## config.mk

```make
export PLATFORM = sky130hd
export DESIGN_NAME = line_option_gen
export DESIGN_NICKNAME = d
export VERILOG_FILES = /design/src/rtl/nonogram_pkg.sv /design/src/rtl/line_run_match.sv /design/src/rtl/line_option_gen.sv
export SDC_FILE = /design/constraint.sdc
export NUM_CORES = 1
export LEC_CHECK = 0
export ABC_AREA = 1
export CAP_MARGIN = 15
export CORE_ASPECT_RATIO = 1.75
export CORE_MARGIN = 2
export CORE_UTILIZATION = 46
export CTS_CLUSTER_SIZE = 16
export DETAILED_ROUTE_END_ITERATION = 8
export PLACE_DENSITY = 0.76
export SLEW_MARGIN = 40
export SYNTH_ARGS = -nofsm -noshare
export SYNTH_HDL_FRONTEND = slang
export SYNTH_HIERARCHICAL = 1
export SYNTH_SLANG_ARGS = --single-unit
export TNS_END_PERCENT = 10
```

## constraint.sdc

```tcl
create_clock -name clk -period 2.55 [get_ports clk]
set_input_delay 0.3825 -clock clk [delete_from_list [all_inputs] [get_ports clk]]
set_output_delay 0.3825 -clock clk [all_outputs]
set_load 0.02 [all_outputs]
```

## src/rtl/nonogram_pkg.sv

```systemverilog
// Shared sizing, types and FIFO word encoding for the nonogram line pipeline.
package nonogram_pkg;

  localparam int SIZE      = 3;
  localparam int MAX_CLUES = (SIZE + 1) / 2;
  localparam int CLUE_W    = $clog2(SIZE + 1);
  localparam int CNT_W     = 7;
  localparam int LINE_W    = $clog2(2 * SIZE) + 1;
  localparam int NCLUE_W   = $clog2(MAX_CLUES + 1);

  typedef logic [SIZE-1:0]   option_t;
  typedef logic [CLUE_W-1:0] clue_t;

  typedef enum logic [1:0] {IDLE, HDR, SCAN, FIN} gen_state_t;

  localparam logic FLAG_HDR = 1'b1;
  localparam logic FLAG_OPT = 1'b0;

  // Header word: line index placed in the low bits of an option-wide word.
  function automatic option_t hdr_word(input logic [LINE_W-1:0] line);
    option_t w;
    w = '0;
    for (int i = 0; i < SIZE; i++) begin
      if (i < LINE_W) w[i] = line[i];
    end
    return w;
  endfunction

endpackage

```

## src/rtl/line_run_match.sv

```systemverilog
// Combinational check that a candidate fill pattern has exactly the clue runs.
module line_run_match
  import nonogram_pkg::*;
(
  input  option_t                       cand,
  input  logic [MAX_CLUES*CLUE_W-1:0]   clues,
  input  logic [NCLUE_W-1:0]            num_clues,
  output logic                          match
);

  clue_t          clue_arr [MAX_CLUES];
  logic [SIZE:0]  ext;

  always_comb begin
    for (int k = 0; k < MAX_CLUES; k++) clue_arr[k] = clues[k*CLUE_W +: CLUE_W];
  end

  assign ext = {1'b0, cand};

  // The zero bit appended above SIZE closes any run touching the top cell.
  always_comb begin
    int  run_cnt;
    int  run_len;
    logic ok;
    ok      = 1'b1;
    run_cnt = 0;
    run_len = 0;
    for (int i = 0; i <= SIZE; i++) begin
      if (ext[i]) begin
        run_len++;
      end else if (run_len != 0) begin
        if (run_cnt >= int'(num_clues)) ok = 1'b0;
        for (int k = 0; k < MAX_CLUES; k++) begin
          if (k == run_cnt && int'(clue_arr[k]) != run_len) ok = 1'b0;
        end
        run_cnt++;
        run_len = 0;
      end
    end
    match = ok && (run_cnt == int'(num_clues));
  end

endmodule

```

## src/rtl/line_option_gen.sv

```systemverilog
// Enumerates every fill pattern of one line that satisfies its clues and
// streams a header word plus the matching options to the option FIFO.
//
// state | meaning
// IDLE  | waiting for start; clues latched on start
// HDR   | presenting the line-index header word
// SCAN  | walking candidates upward, presenting each match
// FIN   | one-cycle done pulse with count and overflow
module line_option_gen
  import nonogram_pkg::*;
(
  input  logic                        clk,
  input  logic                        rst,
  input  logic                        start,
  input  logic [LINE_W-1:0]           line_ind,
  input  logic [NCLUE_W-1:0]          num_clues,
  input  logic [MAX_CLUES*CLUE_W-1:0] clues,
  output logic                        out_valid,
  input  logic                        out_ready,
  output option_t                     out_data,
  output logic                        out_is_hdr,
  output logic                        done,
  output logic [CNT_W-1:0]            opt_count,
  output logic                        overflow,
  output logic                        busy
);

  localparam logic [CNT_W-1:0] CNT_MAX = {CNT_W{1'b1}};

  gen_state_t                  state;
  logic [LINE_W-1:0]           line_r;
  logic [NCLUE_W-1:0]          nclue_r;
  logic [MAX_CLUES*CLUE_W-1:0] clues_r;
  logic [SIZE:0]               cand;
  logic [CNT_W-1:0]            count;
  logic                        ovf_r;
  logic                        match;

  line_run_match u_match (
    .cand      (cand[SIZE-1:0]),
    .clues     (clues_r),
    .num_clues (nclue_r),
    .match     (match)
  );

  always_ff @(posedge clk or negedge rst) begin
    if (!rst) begin
      state      <= IDLE;
      line_r     <= '0;
      nclue_r    <= '0;
      clues_r    <= '0;
      cand       <= '0;
      count      <= '0;
      ovf_r      <= 1'b0;
      out_valid  <= 1'b0;
      out_is_hdr <= 1'b0;
      out_data   <= '0;
      done       <= 1'b0;
      opt_count  <= '0;
      overflow   <= 1'b0;
      busy       <= 1'b0;
    end else begin
      done <= 1'b0;
      case (state)
        IDLE: begin
          if (start) begin
            line_r     <= line_ind;
            nclue_r    <= num_clues;
            clues_r    <= clues;
            cand       <= '0;
            count      <= '0;
            ovf_r      <= 1'b0;
            busy       <= 1'b1;
            out_valid  <= 1'b1;
            out_is_hdr <= FLAG_HDR;
            out_data   <= hdr_word(line_ind);
            state      <= HDR;
          end
        end
        HDR: begin
          if (out_ready) begin
            out_valid  <= 1'b0;
            out_is_hdr <= FLAG_OPT;
            state      <= SCAN;
          end
        end
        SCAN: begin
          if (out_valid && out_ready) begin
            if (count == CNT_MAX) ovf_r <= 1'b1;
            else                  count <= count + CNT_W'(1);
          end
          // Output slot refills in the cycle it drains, so a ready sink sees
          // one candidate per cycle.
          if (!out_valid || out_ready) begin
            if (cand[SIZE]) begin
              out_valid <= 1'b0;
              if (!out_valid) begin
                done      <= 1'b1;
                opt_count <= count;
                overflow  <= ovf_r;
                state     <= FIN;
              end
            end else begin
              out_valid  <= match;
              out_is_hdr <= FLAG_OPT;
              out_data   <= cand[SIZE-1:0];
              cand       <= cand + (SIZE+1)'(1);
            end
          end
        end
        FIN: begin
          busy  <= 1'b0;
          state <= IDLE;
        end
        default: state <= IDLE;
      endcase
    end
  end

endmodule
```

# Yosys cells after proc, flatten, opt, wreduce, memory -nomap -nowiden
# Index checks and enable logic that the tools add are counted.
[classes] n_addsub=6 n_lt_le_gt_ge=3 eq_ne=21 n_mux=58 bitwise_logic=1 n_reduce_logical=27
[ops] op="$mux 32" count=8
[ops] op="$ne 3x32->1" count=4
[ops] op="$add 32x2->32 const B" count=3
[ops] op="$reduce_bool 32->1" count=3
[ops] op="$eq 2x32->1 const A" count=2
[ops] op="$ge 32x3->1" count=2
[ops] op="$logic_not 32->1" count=2
[ops] op="$eq 32x3->1" count=1
[ops] op="$mux 1" count=28
[ops] op="$mux 7" count=3
[ops] op="$reduce_and 4->1" count=5
[ops] op="$ne 2x2->1 const B" count=9
[ops] op="$pmux 7 s2" count=1
[ops] op="$mux 4" count=3
[ops] op="$mux 2" count=5
[ops] op="$reduce_and 5->1" count=2
[ops] op="$mux 3" count=3
[ops] op="$pmux 2 s4" count=1
[ops] op="$pmux 4 s2" count=1
[ops] op="$add 7x1->7 const B" count=1
[ops] op="$eq 7x7->1 const B" count=1
[ops] op="$logic_and 1x1->1" count=6
[ops] op="$pmux 1 s3" count=2
[ops] op="$pmux 3 s2" count=1
[ops] op="other kinds (15)" count=19
[word_totals] register_bits=35 input_bits=14 elab_cells=130

# Depth between registers and ports, before layout
# Gate-level depths: netlist (run 1).
[logic_depth] word_depth=18 ltp_mapped=16

# Modules after synthesis
# Netlist (run 1), hierarchy kept.
[by_module_without_submodules] module="line_option_gen" instances=1 cells_each=209 area_per_inst_um2=1805.5 seq_area_each_um2=875.8
[by_module_without_submodules] module="line_run_match" instances=1 cells_each=61 area_per_inst_um2=285.3 seq_area_each_um2=0.0

# Least setup slack after synthesis (run 1)
# Ideal clock, no wire load.
[synth_path] path_type="register -> register" startpoint="reg cand[1]" endpoint="reg out_valid" setup_time_ps=83 arrival_ps=1704 required_ps=2467 path_slack_ps=763 stages_incl_launch_ff=16 period_less_slack_ps=1787 cell_sequence="dfrtp_1 > buf_6 > inv_4 > nand2_2 > ha_1 > o21ai_0 > nand2_1 > nor2_1 > nor2_1 > nor2_1 > nand2_1 > inv_1 > nand3_1 > o21ai_0 > inv_1 > o21ai_0"
[synth_via] elab_chain_cells=15 elab_cells_between_ends=41
[synth_lines] element="start, declared" line="line_option_gen.sv:34" rtl="logic [SIZE:0] cand;"
[synth_lines] element="start signal, assigned" line="line_option_gen.sv:107" rtl="cand <= cand + (SIZE+1)'(1);"
[synth_lines] element="parallel branches: the longest is 11 deep, another holds $add 32x2->32"
[synth_lines] element="$logic_and 1x1->1 (*)" line="line_run_match.sv:40" rtl="match = ok && (run_cnt == int'(num_clues));"
[synth_lines] element="net match" line="line_option_gen.sv:37" rtl="logic match;"
[synth_lines] element="$mux 1 (*)" line="line_option_gen.sv:95" rtl="if (cand[SIZE]) begin"
[synth_lines] element="$mux 1 (*)" line="line_option_gen.sv:94" rtl="if (!out_valid || out_ready) begin"
[synth_lines] element="$pmux 1 s3 (*)" line="line_option_gen.sv:64" rtl="case (state)"
[synth_lines] element="end signal, assigned" line="line_option_gen.sv:104" rtl="out_valid <= match;"
[synth_lines] element="end, declared" line="line_option_gen.sv:18" rtl="output logic out_valid,"
# Mark *: on every way through the listed nets, which the timed path passes. The select of a mux whose other input is x is not followed.
# A chain may end at the register's enable or synchronous reset.

# Worst setup path after layout (run 1)
# Same ends and word-level chain as after synthesis.

==> results of run 1 <==
==> metal layers <==
| metal | share of wire, % | vias up | wire length, microns |
|---|---|---|---|
| met3 | 2.2 | 4 | 87 |
| met5 | 0 | - | 0 |
| met2 | 56 | 17 | 2210 |
| li1 | - | 900 | - |
| met4 | 1.4 | 0 | 57 |
| met1 | 40 | 785 | 1590 |
==> cell usage after synthesis <==
cell                        n
sky130_fd_sc_hd__xor2_1     1
sky130_fd_sc_hd__nand3b_1   2
sky130_fd_sc_hd__nor2_2     2
sky130_fd_sc_hd__buf_12     1
sky130_fd_sc_hd__buf_4      2
sky130_fd_sc_hd__o22ai_1    1
sky130_fd_sc_hd__nor2_1    10
sky130_fd_sc_hd__nand3_2    2
sky130_fd_sc_hd__o21ai_2   11
sky130_fd_sc_hd__buf_6      2
sky130_fd_sc_hd__clkinv_4   1
sky130_fd_sc_hd__buf_2      1
sky130_fd_sc_hd__conb_1     1
sky130_fd_sc_hd__a21oi_1    5
sky130_fd_sc_hd__o21ai_1    4
sky130_fd_sc_hd__inv_1     30
sky130_fd_sc_hd__nand2_4    1
sky130_fd_sc_hd__o21a_1     2
sky130_fd_sc_hd__nand2_1   98
sky130_fd_sc_hd__nand3_1   18
sky130_fd_sc_hd__o21bai_1   1
sky130_fd_sc_hd__o21ai_0    9
sky130_fd_sc_hd__nand4_1    1
sky130_fd_sc_hd__dfrtp_1   35
sky130_fd_sc_hd__inv_4      1
sky130_fd_sc_hd__nand2_2   11
sky130_fd_sc_hd__nor3_1     1
sky130_fd_sc_hd__inv_2      4
sky130_fd_sc_hd__ha_1      10
sky130_fd_sc_hd__nor2_4     2
==> power groups by stage <==
stage / combinational [mW] / clock (mW) / sequential (mW)
final: 1.29 / 0.382 / 0.878
after CTS: 1.31 / 0.397 / 0.883
after global placement: 1.27 / 0 / 0.886
after global routing: 1.48 / 0.419 / 0.907
after detailed placement: 1.30 / 0 / 0.893
after floorplan: 0.974 / 0 / 0.919
==> sequential cells by signal, summed over array words and instances, names as in the netlist <==
| register | flops |
|---|---|
| opt_count | 7 |
| overflow | 1 |
| out_valid | 1 |
| nclue_r | 2 |
| state | 2 |
| count | 7 |
| done | 1 |
| clues_r | 4 |
| out_data | 3 |
| out_is_hdr | 1 |
| busy | 1 |
| ovf_r | 1 |
| cand | 4 |
==> cells by family (layout without fill, tap and decap cells) <==
group,count (synthesis),count (layout),synth area share (%)
AOI/OAI and AO/OA,33,33,10.3
xor gates and xnor gates,1,1,0.419
adders and majority gates,10,10,5.98
buffers and inverters,42,73,9.81
DFF,35,35,41.9
other,1,1,0.179
and+or+nand+nor,148,148,31.4
==> worst min-delay path, cell delays in order, from the launching register on <==
cell and delay (ns):
sky130_fd_sc_hd__dfrtp_1 0.34, sky130_fd_sc_hd__nand2_1 0.05, sky130_fd_sc_hd__nand2_1 0.05
==> per-stage QoR <==
| stage | utilization (%) | hold slack (ns) | setup WS, ns |
|---|---|---|---|
| after CTS | 55.9 | 0.476 | 0.531 |
| after detailed placement | 54.0 | 0.458 | 0.560 |
| after global placement | 54.0 | 0.456 | 0.611 |
| final | 55.9 | 0.470 | 0.538 |
| after global routing | 55.9 | 0.497 | 0.300 |
| after floorplan | - | 0.0869 | 0.763 |
==> final timing paths <==
path                       cells after the start          from  slack [ns]           end
min reg2reg                                    2  opt_count[1]        0.47  opt_count[1]
max in group asynchronous                      2           rst        1.73      count[2]
min in group asynchronous                      2           rst        0.51          busy
min                                            2  opt_count[1]        0.47  opt_count[1]
max reg2reg                                   14       cand[1]        0.54     out_valid
max                                           14       cand[1]        0.54     out_valid
==> layout make-up <==
| cell class | count | area share (%) |
|---|---|---|
| multi-input combinational | 193 | 41.0 |
| clock inverter | 2 | 0.508 |
| timing repair buffer | 29 | 11.6 |
| clock buffer | 6 | 2.95 |
| inverter | 36 | 5.79 |
| tap | 51 | 2.59 |
| sequential | 35 | 35.6 |
==> cell usage in the layout, fill, tap and decap left out, types with 4 or more instances in the layout <==
| cell type | count |
|---|---|
| sky130_fd_sc_hd__clkdlybuf4s50_1 | 27 |
| sky130_fd_sc_hd__inv_2 | 4 |
| sky130_fd_sc_hd__nor2_1 | 10 |
| sky130_fd_sc_hd__o21ai_2 | 11 |
| sky130_fd_sc_hd__o21ai_0 | 9 |
| sky130_fd_sc_hd__o21ai_1 | 4 |
| sky130_fd_sc_hd__nand3_1 | 18 |
| sky130_fd_sc_hd__nand2_1 | 98 |
| sky130_fd_sc_hd__clkbuf_8 | 5 |
| sky130_fd_sc_hd__nand2_2 | 11 |
| sky130_fd_sc_hd__ha_1 | 10 |
| sky130_fd_sc_hd__a21oi_1 | 5 |
| sky130_fd_sc_hd__dfrtp_1 | 35 |
| sky130_fd_sc_hd__inv_1 | 30 |
==> results.cfg, run 1 <==
[clock_tree]
cts_buffers = 5
tritoncts = yes
cts-htree-levels = 2
cts_setup_buffers = 0
cts_hold_repair.buffers = 0
clock_latency_on_the_worst_skew_pair_ns = 0.28
cts.path.max_buffers = 2
clk_transition_reported_paths_ns = 0.07
post_cts_resize_count = 0
cts_num_sinks = 35
cts_root_buffer = sky130_fd_sc_hd__clkbuf_8

[sta]
timing_hold_violations_final = 0
layout_min_cycle_time_ns = 2.01
fin_crit_sh_pct = 78.9
final_max_slew_viol_count = 0
fin_worst_skew_ns = 0.00755
final-setup-viol-count = 0
setup_repair_after_global_routing_missed_its_margin = false
fin_setup_tns_ns = 0
maxClockFrequency_ghz = 0.497

[cells_and_area]
finalNetCount = 324
finalNonFillerCells = 352
stdcell_area_sq_mm = 0.00246
n_antenna_cell = 0
num-fill-cells = 448
area_growth_syn_to_layout_pct = 17.8
drive_gt1_share_pct = 14.6
ff_latch_area_sq_um = 876
multiInputGateArea_sq_mm = 0.00101

[floorplanning]
fp-row-count = 32
chipWidth_microns = 55.0
num_io_pins = 29
initial_util_pct = 47.5
die_height_microns = 93.2
fp.coreArea_sq_mm = 0.00440
dieArea_sq_mm = 0.00512

[yosys]
post_synthesis_mean_instance_area_sq_um = 7.74
netlist-cell-type-count = 30
net_count_synth = 294
netlist.area_leader.share_pct = 41.9
ys_seq_area_share_pct = 41.9
synth_top_area_cell = sky130_fd_sc_hd__dfrtp_1
postSynthRegisterBits = 35
netlist_area_sq_mm = 0.00209
synth_cells = 270
ys_warn_count = 6
netlist_top_cells_area = sky130_fd_sc_hd__dfrtp_1 42%, sky130_fd_sc_hd__nand2_1 18%, sky130_fd_sc_hd__ha_1 6.0%

[setup_path]
cp_cell_sequence = inv_4 -> nand2_2 -> ha_1 -> o21ai_0 -> nand2_1 -> nor2_1 -> nor2_1 -> nor2_1 -> nand2_1 -> inv_1 -> nand3_1 -> o21ai_0 -> inv_1 -> o21ai_0
timing.critical_path.required_ns = 2.75
path_buf_inv = 3
timing_worst_setup_path_type = reg -> reg
crit_path_max_incr_delay_ns = 0.53
critical_path.endpoint_type = flop
cpLargestDelayFamily = flip-flops
timing.critical_path.from_type = flop
highest_delay_cell_along_the_critical_path = sky130_fd_sc_hd__dfrtp_1
crit_arrival_ns = 2.21
critPathMaxFanout = 12

[placed_design]
placement.cell_area_sq_mm = 0.00238
placement.io_buffers = 27
detailed_place_hpwl_microns = 3000
numPlacedInstances = 344
place.gp.congestion = 0.821

[global_routing]
grt_util_met3_pct = 4.31
grt_first_pass_wirelength_microns = 6570
grt_pass1_vias = 1588
grt-busiest-layer = met2
largest_net_degree_at_the_start_of_global_routing = 36
antenna_found_initial = 0
use_met2_pct = 32.6
globalRouteMet1Util_pct = 17.0
gr-usage-all-layers_pct = 17.5
gr-total-overflow = 0

[power]
power_mw = 2.55
power_leakage_nw = 1.24
power_frac_comb_pct = 50.7
share_clk_of_total_power_pct = 15.0
internal_power_mw = 1.41
irDropWorstVdd_mv = 0.559
power.density_mw_per_mm2 = 1040
power.switching_fraction_pct = 44.8
power.share.sequential_pct = 34.4
switchingPower_mw = 1.14

[detailed_routing]
drt-total-wl_microns = 3940
routed-via-count = 1706
detail_route.wl_per_cell_microns = 11.2
dr.pass1.iters = 4
via_per_inst = 4.85
drt_iter0_drc = 42
post-route-drc-count = 0
ant_nets = 0

[flow_run]
max_cap_viol_count = 0

[hold_path]
min_path_type = reg -> reg

[outcome]
run_status = complete, no violations
Note: power is estimated with default switching activity, not from simulation.
==> run 2: changes to the inputs <==
Clock period 2.55 ns to 1.95 ns, I/O delays scaled along.
==> run 2 against run 1 <==
Non-clock buffer count rose by 4. Clock skew rose by 0.0056 ns. Routed wire length rose by 6.3%. Fmax rose by 15%. Power rose by 35%. Count of clock-buffer cells in the layout did not move.
==> results.cfg, run 2 (synthesis results as in run 1) <==
[clock_tree]
cts_root_buffer = sky130_fd_sc_hd__clkbuf_8
cts_buffers = 5
tritoncts = yes
clk_transition_reported_paths_ns = 0.08
cts-htree-levels = 2
clock_latency_on_the_worst_skew_pair_ns = 0.29
cts.path.max_buffers = 2
cts_num_sinks = 35

[cells_and_area]
final_cell_mix = 98 x sky130_fd_sc_hd__nand2_1, 34 x sky130_fd_sc_hd__dfrtp_1, 30 x sky130_fd_sc_hd__inv_1
ff_latch_area_sq_um = 877
layout_commonest_cell = sky130_fd_sc_hd__nand2_1
area_growth_syn_to_layout_pct = 19.9
drive_gt1_share_pct = 16.4
n_antenna_cell = 0
multiInputGateArea_sq_mm = 0.00102
num-fill-cells = 428
reg_top3 = count x7, opt_count x7
finalNetCount = 328
stdcell_area_sq_mm = 0.00251

[floorplanning]
num_io_pins = 29
dieArea_sq_mm = 0.00512
fp-row-count = 32
initial_util_pct = 47.5
fp.coreArea_sq_mm = 0.00440
chipWidth_microns = 55.0
die_height_microns = 93.2

[detailed_routing]
ant_nets = 0
dr.pass1.iters = 4
post-route-drc-count = 0
drt_iter0_drc = 35
drt-total-wl_microns = 4190
detail_route.wl_per_cell_microns = 11.8
via_per_inst = 4.92
routed-via-count = 1751

[global_routing]
grt_first_pass_wirelength_microns = 6820
antenna_found_initial = 0
grt_pass1_vias = 1606
gr-total-overflow = 0
largest_net_degree_at_the_start_of_global_routing = 36
gr-usage-all-layers_pct = 18.2

[setup_path]
cp_cell_sequence = o21ai_1 -> ha_1 -> inv_1 -> nand2_1 -> a21oi_1 -> nand2_1 -> nand2_1 -> nand2_1 -> inv_1 -> nand3_1 -> o21ai_1 -> inv_1 -> o21ai_1
critPathMaxFanout = 6
timing.critical_path.required_ns = 2.16
timing_worst_setup_path_type = reg -> reg
timing.critical_path.from_type = flop
critical_path.most_common_cell = sky130_fd_sc_hd__nand2_1
path_buf_inv = 3
highest_delay_cell_along_the_critical_path = sky130_fd_sc_hd__dfrtp_1
critical_path.endpoint_type = flop
cpLargestDelayFamily = compound AO/OA/AOI/OAI gates
crit_arrival_ns = 1.96
crit_path_max_incr_delay_ns = 0.45

[flow_run]
max_cap_viol_count = 0

[placed_design]
place_worst_setup_slack_ns = 0.0881
placement.io_buffers = 27
detailed_place_hpwl_microns = 3130
place.gp.congestion = 0.839
placement.cell_area_sq_mm = 0.00241

[outcome]
run_status = complete, no violations

[sta]
final_max_slew_viol_count = 0
maxClockFrequency_ghz = 0.573
layout_min_cycle_time_ns = 1.75
setup_repair_after_global_routing_missed_its_margin = false
postLayoutSetupSlackWorst_ns = 0.204
fin_worst_skew_ns = 0.0132
fin_setup_tns_ns = 0
fin_crit_sh_pct = 89.5
final-setup-viol-count = 0
timing_hold_violations_final = 0
finalHoldWorstSlack_ns = 0.415

[hold_path]
min_path_type = in -> async

[power]
irDropWorstVdd_mv = 0.760
power.density_mw_per_mm2 = 1370
power_mw = 3.44
power_leakage_nw = 1.26
==> run 2: cell types whose count changed in the layout (fill, tap and decap cells not counted) <==
cell	change
sky130_fd_sc_hd__o21ai_1	+3
sky130_fd_sc_hd__dfrtp_2	+1
sky130_fd_sc_hd__o21ai_0	-3
sky130_fd_sc_hd__ha_4	+1
sky130_fd_sc_hd__ha_1	-1
sky130_fd_sc_hd__dfrtp_1	-1
sky130_fd_sc_hd__buf_4	+4
==> run 2: final timing paths <==
path	end	cells after the start	slack, ns	start
max	out_valid	13	0.20	cand[0]
min	count[0]	2	0.42	rst
max reg2reg	out_valid	13	0.20	cand[0]
min reg2reg	opt_count[1]	2	0.47	opt_count[1]
max in group asynchronous	cand[1]	2	1.19	rst
min in group clk	opt_count[1]	2	0.47	opt_count[1]
==> run 2: what timing repair did <==
item	4_1_cts	5_1_grt
setup endpoints to repair	0	1
gates resized for setup	0	5
buffers inserted	0	0
hold buffers	0	0
hold endpoints to repair	0	0
==> run 2: final cells by class <==
| class | count | area share, % |
|---|---|---|
| repair buffers | 33 | 12.6 |
| flip-flops and latches | 35 | 35.0 |
| clock buffers | 6 | 2.90 |
| well taps | 51 | 2.55 |
| multi-input cells | 193 | 40.8 |
| clock inverters | 2 | 0.499 |
| inverters | 36 | 5.69 |
==> run 2: metal layers <==
| layer | vias up | wire length [microns] | GRT usage (%) |
|---|---|---|---|
| met5 | - | 0 | 0 |
| met4 | 0 | 107 | 8.94 |
| met3 | 8 | 78 | 3.51 |
| met2 | 20 | 2360 | 32.7 |
| met1 | 819 | 1650 | 18.9 |
| li1 | 904 | - | - |
==> run 2: power by group <==
group | switching, mW | internal (mW)
combinational | 1.09 | 0.713
sequential | 0.196 | 0.937
clock | 0.262 | 0.249
total | 1.54 | 1.90
==> run 2: metrics by stage <==
stage	utilization, %	std cells
2_1_floorplan	-	270
6_report	56.9	356
4_1_cts	56.6	356
5_1_grt	56.9	356
3_3_place_gp	54.7	348
3_5_place_dp	54.7	348
